==> config.mk <==
export PLATFORM = sky130hd
export DESIGN_NAME = led_sequence_controller
export DESIGN_NICKNAME = d
export VERILOG_FILES = /design/src/rtl/led_seq_pkg.sv /design/src/rtl/tick_prescaler.sv /design/src/rtl/led_sequence_controller.sv
export SDC_FILE = /design/constraint.sdc
export NUM_CORES = 1
export LEC_CHECK = 0
export ABC_AREA = 1
export CAP_MARGIN = 25
export CORE_MARGIN = 5
export CORE_UTILIZATION = 54
export CTS_BUF_LIST = sky130_fd_sc_hd__clkbuf_8 sky130_fd_sc_hd__clkbuf_16
export CTS_CLUSTER_SIZE = 24
export DETAILED_ROUTE_END_ITERATION = 8
export PLACE_DENSITY = 0.86
export SYNTH_ARGS = -nofsm -noshare
export SYNTH_HDL_FRONTEND = slang
export SYNTH_SLANG_ARGS = --single-unit
==> constraint.sdc <==
create_clock -name CLK -period 1.81 [get_ports CLK]
set_input_delay 0.2715 -clock CLK [delete_from_list [all_inputs] [get_ports CLK]]
set_output_delay 0.2715 -clock CLK [all_outputs]
set_load 0.1 [all_outputs]
==> src/rtl/led_seq_pkg.sv <==
// led_seq_pkg: shared mode codes, FSM state and ping-pong direction encodings
// for the LED sequencer.
package led_seq_pkg;
    localparam logic [1:0] MODE_ONCE     = 2'd0;
    localparam logic [1:0] MODE_LOOP     = 2'd1;
    localparam logic [1:0] MODE_PINGPONG = 2'd2;
    typedef enum logic {ST_IDLE, ST_RUN} state_t;
    typedef enum logic {DIR_UP, DIR_DOWN} dir_t;
endpackage

==> src/rtl/tick_prescaler.sv <==
// tick_prescaler: free-running 2**DIV_BITS divider while enabled; TICK pulses
// for one cycle when the count is all-ones.
module tick_prescaler #(
    parameter int DIV_BITS = 21
) (
    input  logic CLK,
    input  logic RESETN,
    input  logic EN,
    input  logic CLR,
    output logic TICK
);
    logic [DIV_BITS-1:0] cnt;
    always_ff @(posedge CLK or negedge RESETN) begin
        if (!RESETN)
            cnt <= '0;
        else if (CLR)
            cnt <= '0;
        else if (EN)
            cnt <= cnt + 1'b1;
    end
    assign TICK = EN && (&cnt);
endmodule

==> src/rtl/led_sequence_controller.sv <==
// led_sequence_controller: plays a small LED-pattern RAM onto the LED bus at a
// divided step rate in once, loop or ping-pong mode under START/STOP control.
module led_sequence_controller
    import led_seq_pkg::*;
#(
    parameter int NLEDS    = 5,
    parameter int AW       = 4,
    parameter int DIV_BITS = 21
) (
    input  logic             CLK,
    input  logic             RESETN,
    input  logic             START,
    input  logic             STOP,
    input  logic [1:0]       MODE,
    input  logic [AW-1:0]    LAST,
    input  logic             WE,
    input  logic [AW-1:0]    WADDR,
    input  logic [NLEDS-1:0] WDATA,
    output logic [NLEDS-1:0] LED,
    output logic [AW-1:0]    PC,
    output logic             BUSY,
    output logic             DONE
);
    localparam int DEPTH = 2**AW;
    logic [NLEDS-1:0] ram [DEPTH];
    state_t state, state_n;
    dir_t dir, dir_n;
    logic [AW-1:0] pc, pc_n, last, last_n;
    logic [NLEDS-1:0] led, led_n;
    logic [1:0] mode, mode_n;
    logic done, done_n, tick;

    tick_prescaler #(.DIV_BITS(DIV_BITS)) u_prescaler (
        .CLK(CLK),
        .RESETN(RESETN),
        .EN(state == ST_RUN),
        .CLR(state == ST_IDLE),
        .TICK(tick)
    );

    // Unregistered-reset RAM; the tick read samples the pre-write word.
    always_ff @(posedge CLK) begin
        if (WE)
            ram[WADDR] <= WDATA;
    end

    always_ff @(posedge CLK or negedge RESETN) begin
        if (!RESETN) begin
            state <= ST_IDLE;
            dir   <= DIR_UP;
            pc    <= '0;
            led   <= '0;
            done  <= 1'b0;
            mode  <= MODE_ONCE;
            last  <= '0;
        end else begin
            state <= state_n;
            dir   <= dir_n;
            pc    <= pc_n;
            led   <= led_n;
            done  <= done_n;
            mode  <= mode_n;
            last  <= last_n;
        end
    end

    always_comb begin
        state_n = state;
        dir_n   = dir;
        pc_n    = pc;
        led_n   = led;
        done_n  = 1'b0;
        mode_n  = mode;
        last_n  = last;
        if (state == ST_IDLE) begin
            if (START && !STOP) begin
                state_n = ST_RUN;
                pc_n    = '0;
                dir_n   = DIR_UP;
                mode_n  = (MODE == MODE_ONCE || MODE == MODE_PINGPONG) ? MODE : MODE_LOOP;
                last_n  = LAST;
            end
        end else begin
            if (tick)
                led_n = ram[pc];
            if (STOP) begin
                state_n = ST_IDLE;
                pc_n    = '0;
            end else if (tick) begin
                if (mode == MODE_ONCE) begin
                    if (pc == last) begin
                        state_n = ST_IDLE;
                        done_n  = 1'b1;
                        pc_n    = '0;
                    end else begin
                        pc_n = pc + 1'b1;
                    end
                end else if (mode == MODE_LOOP) begin
                    pc_n = (pc == last) ? '0 : pc + 1'b1;
                end else if (last == '0) begin
                    pc_n = '0;
                end else if (dir == DIR_UP && pc == last) begin
                    dir_n = DIR_DOWN;
                    pc_n  = pc - 1'b1;
                end else if (dir == DIR_DOWN && pc == '0) begin
                    dir_n = DIR_UP;
                    pc_n  = pc + 1'b1;
                end else begin
                    pc_n = (dir == DIR_UP) ? pc + 1'b1 : pc - 1'b1;
                end
            end
        end
    end

    assign LED  = led;
    assign PC   = pc;
    assign BUSY = (state == ST_RUN);
    assign DONE = done;
endmodule
==> results of run 1 <==
==> how the worst max path moves through the flow <==
stage	cells past startpoint	to	slack, ps
final	3	PC[0]	20
after global routing	10	PC[1]	-30
after CTS	3	PC[0]	20
after detailed placement	4	ram[1][4]	60
after global placement	11	dir	140
after floorplan	11	PC[1]	-100
==> layer usage <==
metal,part of all wire,wire length [um],GRT usage
met5,0,0,0
met4,0.030,377,0.103
met3,0.059,732,0.0676
met2,0.51,6370,0.379
met1,0.40,4980,0.264
==> power by group <==
group	switching, uW	internal, uW	leakage (uW)
sequential	57.7	3000	0.00125
combinational	640	357	0.00123
clock	1290	1710	0.000252
total	1990	5060	0.00273
==> logic make-up (layout without fill, tap and decap cells) <==
group / after synthesis / after routing / synth area share
buf+inv: 56 / 138 / 0.0448
simple gates: 277 / 277 / 0.232
xor+xnor: 8 / 8 / 0.0129
fa+ha+maj: 4 / 4 / 0.00923
flops: 119 / 119 / 0.623
compound gates: 76 / 76 / 0.0784
==> layout make-up <==
class / count / area, um^2
flip-flops and latches: 119 / 3390
fillers: 689 / 3070
multi-input cells: 365 / 1850
repair buffers: 64 / 604
clock buffers: 17 / 414
well taps: 133 / 166
inverters: 42 / 161
clock inverters: 15 / 120
==> per-stage QoR <==
stage	std cells	util	hold slack [ps]
floorplan	540	-	-24.1
global placement	717	0.619	285
detailed placement	717	0.619	290
CTS	750	0.675	266
global route	755	0.686	307
finish	755	0.686	270
==> sequential cells by signal, summed over array words and instances, names as in the netlist <==
name	cells
BUSY	1
DONE	1
LED	5
PC	4
dir	1
last	4
mode	2
ram	80
u_prescaler.cnt	21
==> cells in the mapped netlist, drive strengths merged <==
master  number
a21boi       1
clkbuf       2
xor2         6
o22ai       20
nor4         1
dfrtp       39
edfxtp      80
nand3b       4
or2          1
buf         12
nor3         7
nor2       105
o21ai       36
a31oi        1
nand3       28
inv         42
and2         1
a21oi       16
xnor2        2
nand2      118
ha           4
nand4       11
and3         1
o21a         2
==> what timing repair did <==
| action | in CTS | in global routing |
|---|---|---|
| pin swaps | 0 | 5 |
| buffers inserted | 0 | 5 |
| setup endpoints to repair | 1 | 10 |
| hold endpoints to repair | 23 | 0 |
| hold buffers | 1 | 0 |
| resized for setup | 1 | 11 |
==> impl_metrics.env, run 1 <==
export IMPL_placed_area_mm2=0.00605
export IMPL_grt_pass1_vias=4060
export IMPL_wire_per_inst_um=16.5
export IMPL_critPathTopFamily="flip-flops"
export IMPL_crit_path_start_kind="register"
export IMPL_yosysTopAreaCellShare=0.443
export IMPL_yosys_warnings=0
export IMPL_drtIter0Drc=296
export IMPL_r2r_end="PC[2]"
export IMPL_hpwl_um=8560
export IMPL_period_share=0.989
export IMPL_worst_pin_slew_ps=622
export IMPL_viasPerCell=5.47
export IMPL_clock_fmax_ghz=0.559
export IMPL_cp_slowest_cell="dfrtp_4"
export IMPL_ant_nets=0
export IMPL_antenna_found_initial=0
export IMPL_critical_path_class="register to primary output"
export IMPL_num_rows=36
export IMPL_synthTopCellsByArea="edfxtp_1 (44%), dfrtp_1 (18%), nand2_1 (7.8%)"
export IMPL_grt_max_degree=26
export IMPL_crit_buf_inv=3
export IMPL_worstSetupStartpoint="PC[0]"
export IMPL_status="finished, final reports clean"
export IMPL_rsz0062_at_grt="yes"
export IMPL_crit_required_ps=1540
export IMPL_tns_ps=0
export IMPL_clock_path_buffers=2
export IMPL_pin_count=31
export IMPL_die_w_um=110
export IMPL_drv_slew=0
export IMPL_hp_class="input port to asynchronous set/reset pin"
export IMPL_crit_chain="buf_6 > buf_4 > buf_12"
export IMPL_layout_nets=633
export IMPL_synth_distinct_cells=36
export IMPL_drive_gt1_frac=0.183
export IMPL_clock_skew_ps=5.42
export IMPL_worst_slack_ps=20.7
export IMPL_final_setup_viol_count=0
export IMPL_end_kind="primary output"
export IMPL_netlist_area_mm2=0.00542
export IMPL_period_needed_ps=1790
export IMPL_stdcell_area_mm2=0.00671
export IMPL_cts_buffers_inserted=17
export IMPL_drv_cap=0
export IMPL_yosysTopAreaCell="edfxtp_1"
export IMPL_ctsHtreeMaxLevel=4
export IMPL_clkSinkCount=119
export IMPL_reg2reg_setup_slack_ps=80
export IMPL_n_antenna_cell=0
export IMPL_grt_first_pass_wirelength_um=20100
export IMPL_vdd_ir_drop_max_mv=0.932
export IMPL_core_area_mm2=0.00977
export IMPL_tritoncts="yes"
export IMPL_timing_slew_headroom=0.584
export IMPL_final_common_cell="nand2_1"
export IMPL_cts_root_buf="clkbuf_8"
export IMPL_worstPathArrival_ps=1520
export IMPL_clock_latency_ps=530
export IMPL_route_detailed_drc=0
export IMPL_die_h_um=110
export IMPL_clk_pin_slew_worst_paths_ps=60
export IMPL_p_leak_uw=0.00273
export IMPL_syn_to_final_growth_pct=23.7
export IMPL_initial_utilization=0.555
export IMPL_gp_congestion=0.881
export IMPL_firstDrtPassIters=5
export IMPL_finalPower_uw=7050
export IMPL_synth_nets=564
export IMPL_seq_area_frac_synth=0.623
export IMPL_synth_seq_cells=119
export IMPL_vias=4129
export IMPL_slowest_delay_ps=490
export IMPL_port_buffers=30
export IMPL_rr_worst_depth=10
export IMPL_preCtsSetupSlack_ps=61.1
export IMPL_grt_use_total=0.224
export IMPL_crit_path_max_fanout=15
export IMPL_r2r_start="u_prescaler.cnt[1]"
export IMPL_overflow=0
export IMPL_dieArea_mm2=0.0121
export IMPL_hold_violations=0
export IMPL_syn_inst=540
export IMPL_p_per_area_mw_per_mm2=1050
export IMPL_mostFrequentLayoutCells="nand2_1 (109), nor2_1 (94), edfxtp_1 (80), inv_1 (38), buf_4 (37)"
export IMPL_avgSynthCellArea_um2=10.0
export IMPL_wl_um=12500
(Power assumes the default switching activity.)
==> run 2, diff against run 1 <==
--- a/config.mk
+++ b/config.mk
@@ -13,6 +13,7 @@
 export CTS_CLUSTER_SIZE = 24
 export DETAILED_ROUTE_END_ITERATION = 8
 export PLACE_DENSITY = 0.86
+export SKIP_CTS_REPAIR_TIMING = 1
 export SYNTH_ARGS = -nofsm -noshare
 export SYNTH_HDL_FRONTEND = slang
 export SYNTH_SLANG_ARGS = --single-unit
==> run 2 against run 1 <==
Effect of this change: hold slack better by 2.0 ps; flip-flop and latch count stayed put; design area hardly changed; routed wire length is 0.12% higher; first-iteration DRC count is 9.5% lower; maximum frequency is 3.1% higher; global-route usage hardly changed; critical path depth is 7 higher; register-to-register slack hardly changed; critical endpoint is now PC[2].
==> impl_metrics.env, run 2 (same netlist as run 1, synthesis figures left out) <==
export IMPL_crit_path_start_kind="register"
export IMPL_antenna_found_initial=0
export IMPL_end_kind="register"
export IMPL_hp_class="input port to asynchronous set/reset pin"
export IMPL_wire_per_inst_um=16.5
export IMPL_drv_slew=0
export IMPL_top_register="ram"
export IMPL_vdd_ir_drop_max_mv=0.935
export IMPL_crit_buf_inv=1
export IMPL_grt_use_total=0.225
export IMPL_vias=4143
export IMPL_n_antenna_cell=0
export IMPL_dieArea_mm2=0.0121
export IMPL_crit_chain="ha_2 > nand2_2 > nor2_4 > nand2_4 > nor2_8 > nand3_4 > a21boi_4 > inv_2 > nand2_1 > nand2_1"
export IMPL_port_buffers=30
export IMPL_hold_ws_ps=272
export IMPL_worstPathArrival_ps=2150
export IMPL_clkSinkCount=119
export IMPL_die_h_um=110
export IMPL_largest_reg_flops=80
export IMPL_viasPerCell=5.49
export IMPL_firstDrtPassIters=5
export IMPL_gp_congestion=0.881
export IMPL_finalPower_uw=7070
export IMPL_period_share=0.959
export IMPL_drv_cap=0
export IMPL_tritoncts="yes"
export IMPL_pin_count=31
export IMPL_clk_pin_slew_worst_paths_ps=60
export IMPL_critPathTopFamily="simple AND/OR/NAND/NOR gates"
export IMPL_overflow=0
export IMPL_core_area_mm2=0.00977
export IMPL_p_leak_uw=0.00272
export IMPL_placed_cells=717
export IMPL_syn_to_final_growth_pct=23.7
export IMPL_route_detailed_drc=0
export IMPL_final_setup_viol_count=0
export IMPL_worst_slack_ps=73.9
export IMPL_status="finished, final reports clean"
export IMPL_mostFrequentLayoutCells="nand2_1 (111), nor2_1 (93), edfxtp_1 (80), inv_1 (37), buf_4 (36)"
export IMPL_ctsHtreeMaxLevel=4
export IMPL_p_per_area_mw_per_mm2=1050
export IMPL_grt_pass1_vias=4042
export IMPL_layout_nets=633
export IMPL_timing_slew_headroom=0.596
export IMPL_period_needed_ps=1740
export IMPL_num_rows=36
export IMPL_clock_path_buffers=2
export IMPL_preCtsSetupSlack_ps=61.1
export IMPL_cts_root_buf="clkbuf_8"
export IMPL_path_common_cell="nand2_1"
export IMPL_worst_pin_slew_ps=604
export IMPL_grt_max_degree=26
export IMPL_drtIter0Drc=268
export IMPL_die_w_um=110
export IMPL_ant_nets=0
export IMPL_crit_path_max_fanout=6
export IMPL_hold_violations=0
export IMPL_slowest_delay_ps=370
export IMPL_grt_first_pass_wirelength_um=20000
export IMPL_initial_utilization=0.555
export IMPL_final_common_cell="nand2_1"
export IMPL_drive_gt1_frac=0.183
export IMPL_clock_latency_ps=530
export IMPL_fin_cells=755
export IMPL_clock_skew_ps=9.72
export IMPL_crit_required_ps=2230
export IMPL_cts_buffers_inserted=17
export IMPL_finalCoreUtilization=0.687
export IMPL_cp_slowest_cell="dfrtp_1"
export IMPL_rsz0062_at_grt="yes"
export IMPL_critical_path_class="register to register"
export IMPL_wl_um=12500
export IMPL_hpwl_um=8560
export IMPL_clock_fmax_ghz=0.576
-- run 2: report_power, final --
group	internal (uW)	switching (uW)	total (uW)
Sequential	3000	56.8	3060
Clock	1710	1290	2990
Combinational	370	649	1020
Total	5080	1990	7070
-- run 2: cell type report --
class	instances	area, um^2
inverters	42	165
clock buffers	17	414
fillers	680	3060
flip-flops and latches	119	3390
well taps	133	166
clock inverters	15	120
repair buffers	64	617
multi-input cells	365	1840
-- run 2: path summary, 6_finish.rpt --
check	from	end	slack [ps]	depth (start not counted)
worst min register to register	LED[2]	LED[2]	500	2
worst max register to register	u_prescaler.cnt[1]	PC[2]	70	10
min in group CLK	LAST[2]	last[2]	320	3
worst min-delay path	RESETN	last[2]	270	2
max in group asynchronous	RESETN	u_prescaler.cnt[5]	1000	3
worst max-delay path	u_prescaler.cnt[1]	PC[2]	70	10
-- run 2: through the flow --
step	cell area [um^2]	setup TNS, ps
3_5_place_dp	6050	0
3_3_place_gp	6050	0
4_1_cts	6590	-15.1
2_1_floorplan	5430	-103
6_report	6710	0
5_1_grt	6710	-114
-- run 2: routing by layer --
layer / global-route usage / vias to the layer above / part of all wire / wire length (um)
met2: 0.380 / 142 / 0.51 / 6410
li1: - / 1980 / - / -
met3: 0.0687 / 25 / 0.058 / 723
met4: 0.0994 / 0 / 0.023 / 286
met1: 0.264 / 1996 / 0.40 / 5050
met5: 0 / - / 0 / 0
